## config.mk

```make
export PLATFORM = sky130hd
export DESIGN_NAME = ps2_key_decoder_flat
export DESIGN_NICKNAME = d
export VERILOG_FILES = /design/src/rtl/ps2_key_decoder_if.sv /design/src/rtl/ps2_key_decoder.sv /design/src/flat_wrapper.sv
export SDC_FILE = /design/constraint.sdc
export NUM_CORES = 1
export LEC_CHECK = 0
export CAP_MARGIN = 20
export CORE_UTILIZATION = 55
export CTS_BUF_LIST = sky130_fd_sc_hd__clkbuf_8
export DETAILED_ROUTE_END_ITERATION = 8
export PLACE_DENSITY = 0.75
export SYNTH_ARGS = -nofsm -noshare
export SYNTH_HDL_FRONTEND = slang
export SYNTH_SLANG_ARGS = --single-unit
```

## constraint.sdc

```tcl
create_clock -name iVGA_CLK -period 2.1 [get_ports iVGA_CLK]
set_input_delay 0.42 -clock iVGA_CLK [delete_from_list [all_inputs] [get_ports iVGA_CLK]]
set_output_delay 0.42 -clock iVGA_CLK [all_outputs]
set_load 0.05 [all_outputs]
```

## src/rtl/ps2_key_decoder_if.sv

```systemverilog
// Key-event bus between the PS/2 key decoder (master) and the VGA/game
// controller (slave). Carries the decoded scan code plus its strobes.
interface ps2_key_decoder_if;
    logic [7:0] key_code;     // last decoded byte, prefixes stripped
    logic       key_en;       // one-cycle make strobe
    logic       key_ext;      // key_code came with an E0 prefix
    logic       key_release;  // one-cycle break strobe
    logic       frame_err;    // one-cycle framing/parity/timeout strobe

    modport master (
        output key_code,
        output key_en,
        output key_ext,
        output key_release,
        output frame_err
    );

    modport slave (
        input key_code,
        input key_en,
        input key_ext,
        input key_release,
        input frame_err
    );
endinterface

```

## src/rtl/ps2_key_decoder.sv

```systemverilog
// PS/2 keyboard receiver and scan-code decoder.
// Synchronises and glitch-filters the PS/2 lines, deframes 11-bit frames
// (start, 8 data LSB first, odd parity, stop) and folds E0/F0 prefixes into
// key_ext / key_release on the key-event bus.
// Optional build macro TYPEMATIC_FILTER_EN: suppresses auto-repeated makes
// of the key that is already held down.
module ps2_key_decoder #(
    parameter int SYNC_STAGES = 2,      // must be >= 2
    parameter int FILTER_LEN  = 8,
    parameter int TIMEOUT_CYC = 50000
) (
    input  logic               iVGA_CLK,
    input  logic               iRST_n,
    input  logic               ps2_clk,
    input  logic               ps2_data,
    ps2_key_decoder_if.master  key_if
);

    localparam int FCW = $clog2(FILTER_LEN + 1);
    localparam int TCW = $clog2(TIMEOUT_CYC + 1);

    typedef enum logic [1:0] {IDLE, DATA, PARITY, STOP} state_t;

    // ------------------------------------------------------------------
    // Synchronisers
    // ------------------------------------------------------------------
    logic [SYNC_STAGES-1:0] clk_sync;
    logic [SYNC_STAGES-1:0] data_sync;
    logic                   clk_s;
    logic                   data_s;

    // Bring both asynchronous pad lines into the iVGA_CLK domain.
    // NOTE: sequential state is always assigned with <= so every flop samples
    // the pre-edge value of its neighbours and the chain shifts by one stage.
    // NOTE: the synchronisers reset to 1, the idle level of an open-drain
    // PS/2 line, so leaving reset never looks like a falling clock edge.
    always_ff @(posedge iVGA_CLK or negedge iRST_n) begin
        if (!iRST_n) begin
            clk_sync  <= '1;
            data_sync <= '1;
        end else begin
            clk_sync  <= {clk_sync[SYNC_STAGES-2:0], ps2_clk};
            data_sync <= {data_sync[SYNC_STAGES-2:0], ps2_data};
        end
    end

    assign clk_s  = clk_sync[SYNC_STAGES-1];
    assign data_s = data_sync[SYNC_STAGES-1];

    // ------------------------------------------------------------------
    // Clock glitch filter and falling-edge detect
    // ------------------------------------------------------------------
    logic           clk_filt;
    logic           clk_filt_q;
    logic [FCW-1:0] filt_cnt;
    logic           fall;

    // Accept a new clock level only after FILTER_LEN consecutive samples agree.
    always_ff @(posedge iVGA_CLK or negedge iRST_n) begin
        if (!iRST_n) begin
            clk_filt   <= 1'b1;
            clk_filt_q <= 1'b1;
            filt_cnt   <= '0;
        end else begin
            clk_filt_q <= clk_filt;
            if (clk_s == clk_filt) begin
                filt_cnt <= '0;
            end else if (filt_cnt == FCW'(FILTER_LEN - 1)) begin
                clk_filt <= clk_s;
                filt_cnt <= '0;
            end else begin
                filt_cnt <= filt_cnt + 1'b1;
            end
        end
    end

    assign fall = clk_filt_q & ~clk_filt;

    // ------------------------------------------------------------------
    // Frame FSM
    // ------------------------------------------------------------------
    state_t         state, state_d;
    logic [2:0]     bit_cnt, bit_cnt_d;
    logic [7:0]     shift, shift_d;
    logic           par_err, par_err_d;
    logic [TCW-1:0] tmo_cnt, tmo_cnt_d;
    logic           byte_vld, byte_vld_d;
    logic           frame_err_q, err_d;

    // Register the frame state, bit counter, shift register and timeout.
    always_ff @(posedge iVGA_CLK or negedge iRST_n) begin
        if (!iRST_n) begin
            state       <= IDLE;
            bit_cnt     <= '0;
            shift       <= '0;
            par_err     <= 1'b0;
            tmo_cnt     <= '0;
            byte_vld    <= 1'b0;
            frame_err_q <= 1'b0;
        end else begin
            state       <= state_d;
            bit_cnt     <= bit_cnt_d;
            shift       <= shift_d;
            par_err     <= par_err_d;
            tmo_cnt     <= tmo_cnt_d;
            byte_vld    <= byte_vld_d;
            frame_err_q <= err_d;
        end
    end

    // Advance the frame on each accepted falling edge, or abort on timeout.
    // NOTE: every output of this block gets a default first, so no path can
    // leave a value unassigned and infer a latch.
    always_comb begin
        state_d    = state;
        bit_cnt_d  = bit_cnt;
        shift_d    = shift;
        par_err_d  = par_err;
        byte_vld_d = 1'b0;
        err_d      = 1'b0;
        tmo_cnt_d  = (fall || state == IDLE) ? '0 : tmo_cnt + 1'b1;

        if (fall) begin
            unique case (state)
                IDLE: begin
                    if (!data_s) begin
                        state_d   = DATA;
                        bit_cnt_d = '0;
                    end else begin
                        err_d = 1'b1;           // bad start bit
                    end
                end
                DATA: begin
                    shift_d   = {data_s, shift[7:1]};
                    bit_cnt_d = bit_cnt + 3'd1;
                    if (bit_cnt == 3'd7) state_d = PARITY;
                end
                PARITY: begin
                    // Data ones plus parity bit must be odd.
                    par_err_d = ~(^shift ^ data_s);
                    state_d   = STOP;
                end
                STOP: begin
                    if (data_s && !par_err) byte_vld_d = 1'b1;
                    else                    err_d      = 1'b1;
                    state_d = IDLE;
                end
                default: state_d = IDLE;
            endcase
        end else if (state != IDLE && tmo_cnt == TCW'(TIMEOUT_CYC - 1)) begin
            state_d = IDLE;                     // partial byte dropped
            err_d   = 1'b1;
        end
    end

    // ------------------------------------------------------------------
    // Scan-code decode
    // ------------------------------------------------------------------
    logic [7:0] key_code_q;
    logic       key_ext_q;
    logic       key_en_q;
    logic       key_rel_q;
    logic       ext_flag;
    logic       brk_flag;

`ifdef TYPEMATIC_FILTER_EN
    logic       last_vld;
    logic       last_ext;
    logic [7:0] last_code;
    logic       last_hit;

    assign last_hit = last_vld && (last_ext == ext_flag) && (last_code == shift);
`endif

    // Fold E0/F0 prefixes into flags and emit one event per final byte.
    always_ff @(posedge iVGA_CLK or negedge iRST_n) begin
        if (!iRST_n) begin
            key_code_q <= '0;
            key_ext_q  <= 1'b0;
            key_en_q   <= 1'b0;
            key_rel_q  <= 1'b0;
            ext_flag   <= 1'b0;
            brk_flag   <= 1'b0;
`ifdef TYPEMATIC_FILTER_EN
            last_vld   <= 1'b0;
            last_ext   <= 1'b0;
            last_code  <= '0;
`endif
        end else begin
            key_en_q  <= 1'b0;
            key_rel_q <= 1'b0;
            if (frame_err_q) begin
                ext_flag <= 1'b0;
                brk_flag <= 1'b0;
            end else if (byte_vld) begin
                if (shift == 8'hE0) begin
                    ext_flag <= 1'b1;
                end else if (shift == 8'hF0) begin
                    brk_flag <= 1'b1;
                end else begin
                    ext_flag <= 1'b0;
                    brk_flag <= 1'b0;
`ifdef TYPEMATIC_FILTER_EN
                    if (brk_flag) begin
                        key_code_q <= shift;
                        key_ext_q  <= ext_flag;
                        key_rel_q  <= 1'b1;
                        if (last_hit) last_vld <= 1'b0;
                    end else if (!last_hit) begin
                        // Auto-repeat of the held key falls through silently.
                        key_code_q <= shift;
                        key_ext_q  <= ext_flag;
                        key_en_q   <= 1'b1;
                        last_vld   <= 1'b1;
                        last_ext   <= ext_flag;
                        last_code  <= shift;
                    end
`else
                    key_code_q <= shift;
                    key_ext_q  <= ext_flag;
                    if (brk_flag) key_rel_q <= 1'b1;
                    else          key_en_q  <= 1'b1;
`endif
                end
            end
        end
    end

    assign key_if.key_code    = key_code_q;
    assign key_if.key_ext     = key_ext_q;
    assign key_if.key_en      = key_en_q;
    assign key_if.key_release = key_rel_q;
    assign key_if.frame_err   = frame_err_q;

endmodule

```

## src/flat_wrapper.sv

```systemverilog
// flat-port wrapper written by rule: the top's interface ports become plain ports
module ps2_key_decoder_flat 
#(
    parameter int SYNC_STAGES = 2,                     
    parameter int FILTER_LEN  = 8,
    parameter int TIMEOUT_CYC = 50000
)
  (iVGA_CLK, iRST_n, ps2_clk, ps2_data, key_if_key_code, key_if_key_en, key_if_key_ext, key_if_key_release, key_if_frame_err);
  ps2_key_decoder_if key_if_i ();
  input  logic iVGA_CLK;
  input  logic iRST_n;
  input  logic ps2_clk;
  input  logic ps2_data;
  output wire logic [$bits(key_if_i.key_code)-1:0] key_if_key_code;
  output wire logic [$bits(key_if_i.key_en)-1:0] key_if_key_en;
  output wire logic [$bits(key_if_i.key_ext)-1:0] key_if_key_ext;
  output wire logic [$bits(key_if_i.key_release)-1:0] key_if_key_release;
  output wire logic [$bits(key_if_i.frame_err)-1:0] key_if_frame_err;
  assign key_if_key_code = key_if_i.key_code;
  assign key_if_key_en = key_if_i.key_en;
  assign key_if_key_ext = key_if_i.key_ext;
  assign key_if_key_release = key_if_i.key_release;
  assign key_if_frame_err = key_if_i.frame_err;
  ps2_key_decoder #(.SYNC_STAGES(SYNC_STAGES), .FILTER_LEN(FILTER_LEN), .TIMEOUT_CYC(TIMEOUT_CYC)) u_core (.iVGA_CLK(iVGA_CLK), .iRST_n(iRST_n), .ps2_clk(ps2_clk), .ps2_data(ps2_data), .key_if(key_if_i));
endmodule
```

# Word level (Yosys, flattened, before mapping)
# Index checks and enable logic that the tools add are counted.
# W data, S select, Z words.
[word_totals]
in_bits = 4
reg_bits = 55
[classes]
eq_ne = 14
n_reduce_logical = 18
muxes = 36
n_bitwise = 8
n_addsub = 3
[ops]
columns = ["operator", "n"]
rows = [
  ["$mux W1", 25],
  ["$add A16 B1 Y16 const B", 1],
  ["$eq A16 B16 Y1 const B", 1],
  ["$eq A8 B8 Y1 const B", 2],
  ["$mux W16", 1],
  ["$reduce_and A2 Y1", 5],
  ["$mux W2", 4],
  ["$mux W4", 2],
  ["$pmux W2 S4", 1],
  ["$reduce_bool A2 Y1", 4],
  ["$reduce_xor A8 Y1", 1],
  ["$ne A3 B3 Y1 const B", 2],
  ["$not A1 Y1", 6],
  ["$pmux W3 S2", 1],
  ["$reduce_and A3 Y1", 2],
  ["$add A4 B1 Y4 const B", 1],
  ["$eq A2 B2 Y1 const B", 2],
  ["$eq A4 B3 Y1 const B", 1],
  ["$reduce_and A4 Y1", 1],
  ["$add A3 B1 Y3 const B", 1],
  ["$eq A3 B3 Y1 const B", 1],
  ["$mux W3", 1],
  ["$ne A3 B1 Y1 const B", 1],
  ["$eq A2 B1 Y1 const B", 1],
  ["other kinds (10)", 11],
]

# Longest topological paths before layout
[logic_depth]
ltp_word = 5
depth_mapped = 7

# Worst setup path before layout
# Ideal clock, no wire load.
[synth_path]
path_type = "reg-to-reg"
startpoint = "reg u_core.shift[2]"
endpoint = "reg u_core.key_code_q[1], in the netlist u_core.key_if.key_code[1]"
setup_ns = 0.125
arrival_time_ns = 1.445
path_stages_with_launch = 8
path_slack_ns = 0.530
required_ns = 1.975
n_path_buf = 1
path_cell_list = "dfrtp_1 -> inv_1 -> ha_1 -> and3_1 -> o21ai_0 -> nand3b_1 -> buf_2 -> mux2_2"
[synth_between]
elab_chain_len = 3
elab_cells_between_ends = 5
[synth_lines]
columns = ["element", "line_no", "text"]
rows = [
  ["from (decl)", "ps2_key_decoder.sv:84", "logic [7:0] shift, shift_d;"],
  ["from (signal assigned)", "ps2_key_decoder.sv:103", "shift <= shift_d;"],
  ["$eq A8 B8 Y1 (on tied branches)", "ps2_key_decoder.sv:196, ps2_key_decoder.sv:198", ""],
  ["$not A1 Y1 (no source line)", "--", ""],
  ["$reduce_and A4 Y1 (no source line) (*)", "--", ""],
  ["to (signal assigned)", "ps2_key_decoder.sv:219", "key_code_q <= shift;"],
  ["to (decl)", "ps2_key_decoder.sv:159", "logic [7:0] key_code_q;"],
]
# Every way passes the cells marked *; elsewhere a longest branch is shown, timed or not.
# A chain may end at the register's enable or synchronous reset.

# Final worst setup path
[layout_path]
startpoint = "reg u_core.frame_err_q, in the netlist u_core.key_if.frame_err"
endpoint = "out key_if_frame_err"
[layout_rtl]
columns = ["element", "line_no", "text"]
rows = [
  ["from (decl)", "ps2_key_decoder.sv:88", "logic frame_err_q, err_d;"],
  ["from (signal assigned)", "ps2_key_decoder.sv:107", "frame_err_q <= err_d;"],
  ["to (decl)", "flat_wrapper.sv:18", "output wire logic [$bits(key_if_i.frame_err)-1:0] key_if_frame_err;"],
]
# No word-level cell between the ends.

==> impl_metrics.py <==
metrics = {
    "timing": {
        "relSlewSlack": 0.6488,
        "fmax_ghz": 0.5127,
        "finalCritPeriodShare": 0.9288,
        "finalSetupViolCount": 0,
        "fin_crit_ns": 1.951,
        "fin_worst_skew_ns": 0.008643,
        "fin_ws_ns": 0.1495,
        "hold_viol_final": 0,
        "timing.setup.tns_ns": 0,
        "grt_setup_unrepaired": "no",
        "whs_ns": 0.07141,
        "worstMarginPinSlew_ns": 0.5257,
        "drv_slew": 0,
    },
    "synth": {
        "ys_ff_latch": 55,
        "syn-cell-area_um2": 2520,
        "ys.warnings.count": 0,
        "synth_adder_area_share": 0.06951,
        "synth_top_family_by_area": "simple AND/OR/NAND/NOR gates",
        "synth_top_flop_cell": "dfrtp_1",
        "synth.distinct_cells": 33,
        "synth_cells": 219,
        "synth-xor-area-share": 0.06604,
        "seq_area_frac_synth": 0.5492,
        "synthMuxAreaShare": 0.06703,
        "syn_avg_cell_area_um2": 11.51,
        "synth_compound_area_frac": 0.05462,
        "ys_async_sr_fraction": 1.000,
        "yosys.area_share.simple": 0.1639,
        "syn-num-nets": 237,
        "synth_edf_count": 0,
    },
    "setup_path": {
        "cp.arrival_ns": 1.53,
        "path_depth": 1,
        "crit_buf_inv": 1,
        "critPathMaxFanout": 4,
        "slowest_delay_ns": 0.82,
        "reg2reg_depth": 6,
        "required_ns": 1.68,
        "path_cells": "clkdlybuf4s50_1",
        "endpoint_kind": "output port",
        "startpoint_type": "flop",
        "critPathSlowestCell": "clkdlybuf4s50_1",
        "critical_path_class": "flop to output port",
        "critPathTopFamily": "buffers and inverters",
    },
    "die": {
        "rows": 24,
        "die_area_um2": 4857,
        "core_area_um2": 4384,
        "die_h_um": 69.69,
        "ios": 16,
        "die_w_um": 69.69,
        "initial_core_util": 0.5748,
    },
    "run_status": {
        "status": "completed",
    },
    "global_routing": {
        "grt_usage": 0.1942,
        "gr-usage-met3": 0.04360,
        "grt_pass1_wl_mm": 7.396,
        "busiest_layer": "met2",
        "grt_start_max_net_pins": 36,
        "grt_pass1_vias": 1560,
        "grt-ovfl-total": 0,
        "antenna_found_initial": 0,
        "met1_usage": 0.2607,
        "grtUsageMet2": 0.3128,
    },
    "placement": {
        "dpl.hpwl_mm": 2.868,
        "place_ws_ns": 0.2784,
        "portBuffers": 15,
        "globalplace.congestion": 0.7727,
    },
    "power_and_ir_drop": {
        "powerDensity_nw_per_um2": 868.4,
        "p_leak_nw": 1.282,
        "worst_ir_drop_vdd_mv": 0.4667,
    },
    "finish": {
        "fin_nets": 257,
        "layout_common_cells": "dfrtp_1, nor2_1, xnor2_1",
        "multiInputGateArea_um2": 1061,
        "mostFrequentLayoutCell": "dfrtp_1",
        "nFillCells": 358,
        "regArea_um2": 1384,
        "layout-drive-gt1-share": 0.1625,
        "area_growth_pct": 13.06,
        "diodes": 0,
    },
    "route": {
        "drt-vias-per-instance": 5.503,
        "wl_mm": 4.116,
        "dr.pass1.iters": 3,
        "dr.first_iter.drc_count": 83,
        "drc_errors": 0,
        "wire_per_inst_um": 14.10,
        "vias": 1607,
        "ant_nets": 0,
    },
    "run": {
        "cap_violations": 0,
    },
    "cts": {
        "clock-sinks": 55,
        "cts_hold_buf": 0,
        "clkTransAtPathRegs_ns": 0.10,
        "cts_buffers": 5,
        "cts_resized": 0,
        "cts_max_level": 2,
        "clockBufferDepth": 2,
        "ctsRootBufferMaster": "clkbuf_8",
        "post_cts_buffers": 0,
        "clk_latency_ns": 0.31,
        "cts_tree": "yes",
    },
    "min_path": {
        "hold_path_class": "input pin to asynchronous set/reset pin",
    },
}
area by class of cell:
| type | count | share of cell area |
|---|---|---|
| clock inverters | 2 | 0.01230 |
| inverters | 13 | 0.01713 |
| flip-flops and latches | 55 | 0.4857 |
| multi-input cells | 147 | 0.3724 |
| clock buffers | 6 | 0.02899 |
| repair buffers | 17 | 0.06061 |
| well taps | 52 | 0.02284 |
where the power goes:
group	total, W	internal [W]	switching (W)
clock	0.000717	0.000386	0.000331
combinational	0.000489	0.000198	0.000291
sequential	0.00127	0.00118	0.0000875
total	0.00247	0.00176	0.000710
worst paths after layout:
path	endpoint	start	slack (ns)
hold / removal	u_core.shift[0]$_DFFE_PN0P_	iRST_n	0.07
max in group asynchronous	u_core.data_sync[0]$_DFF_PN1_	iRST_n	1.40
setup reg to reg	u_core.key_if.key_code[7]$_DFFE_PN0P_	u_core.shift[2]$_DFFE_PN0P_	0.27
setup / recovery	key_if_frame_err	u_core.key_if.frame_err$_DFF_PN0_	0.15
hold reg to reg	u_core.clk_sync[1]$_DFF_PN1_	u_core.clk_sync[0]$_DFF_PN1_	0.36
min in group iVGA_CLK	u_core.clk_sync[1]$_DFF_PN1_	u_core.clk_sync[0]$_DFF_PN1_	0.36
cell families (layout without fill, tap and decap cells):
family	count (synthesis)	after routing
multiplexers	15	15
flip-flops	55	55
adder cells (fa/ha/maj)	14	14
XOR/XNOR	19	19
AND/OR/NAND/NOR	77	77
buffers and inverters	17	38
AO/OA/AOI/OAI	22	22
flip-flops by register name (all words and copies together) (netlist names), 2 cells and up:
| signal | cells |
|---|---|
| u_core.bit_cnt | 3 |
| u_core.clk_sync | 2 |
| u_core.data_sync | 2 |
| u_core.filt_cnt | 4 |
| u_core.key_if.key_code | 8 |
| u_core.shift | 8 |
| u_core.state | 2 |
| u_core.tmo_cnt | 16 |
cells in the mapped netlist (4+ instances only):
cell	number	area [um^2]
o21ai_0	11	55.05
nand3_1	7	35.03
nor2_1	21	78.83
mux2_2	15	168.9
ha_1	14	175.2
and3_1	4	25.02
dfrtp_1	49	1226
nor3_1	7	35.03
inv_1	13	48.80
nand2_1	14	52.55
dfstp_2	6	157.7
xnor2_1	16	140.1
nor2b_1	5	31.28
per-layer routing:
metal	routed length [um]	up-vias
li1	-	782
met1	1987	798
met2	1960	21
met3	103	6
met4	64	0
met5	0	-
through the flow:
stage               area [um^2]  instances  utilization  power, W
floorplan                  2520        219            -  0.001671
global placement           2731        284       0.6230  0.001758
detailed placement         2731        284       0.6230  0.001779
CTS                        2849        292       0.6498  0.002506
global route               2849        292       0.6498  0.002635
finish                     2849        292       0.6498  0.002474
No activity file was read; power rests on OpenSTA's default activity.
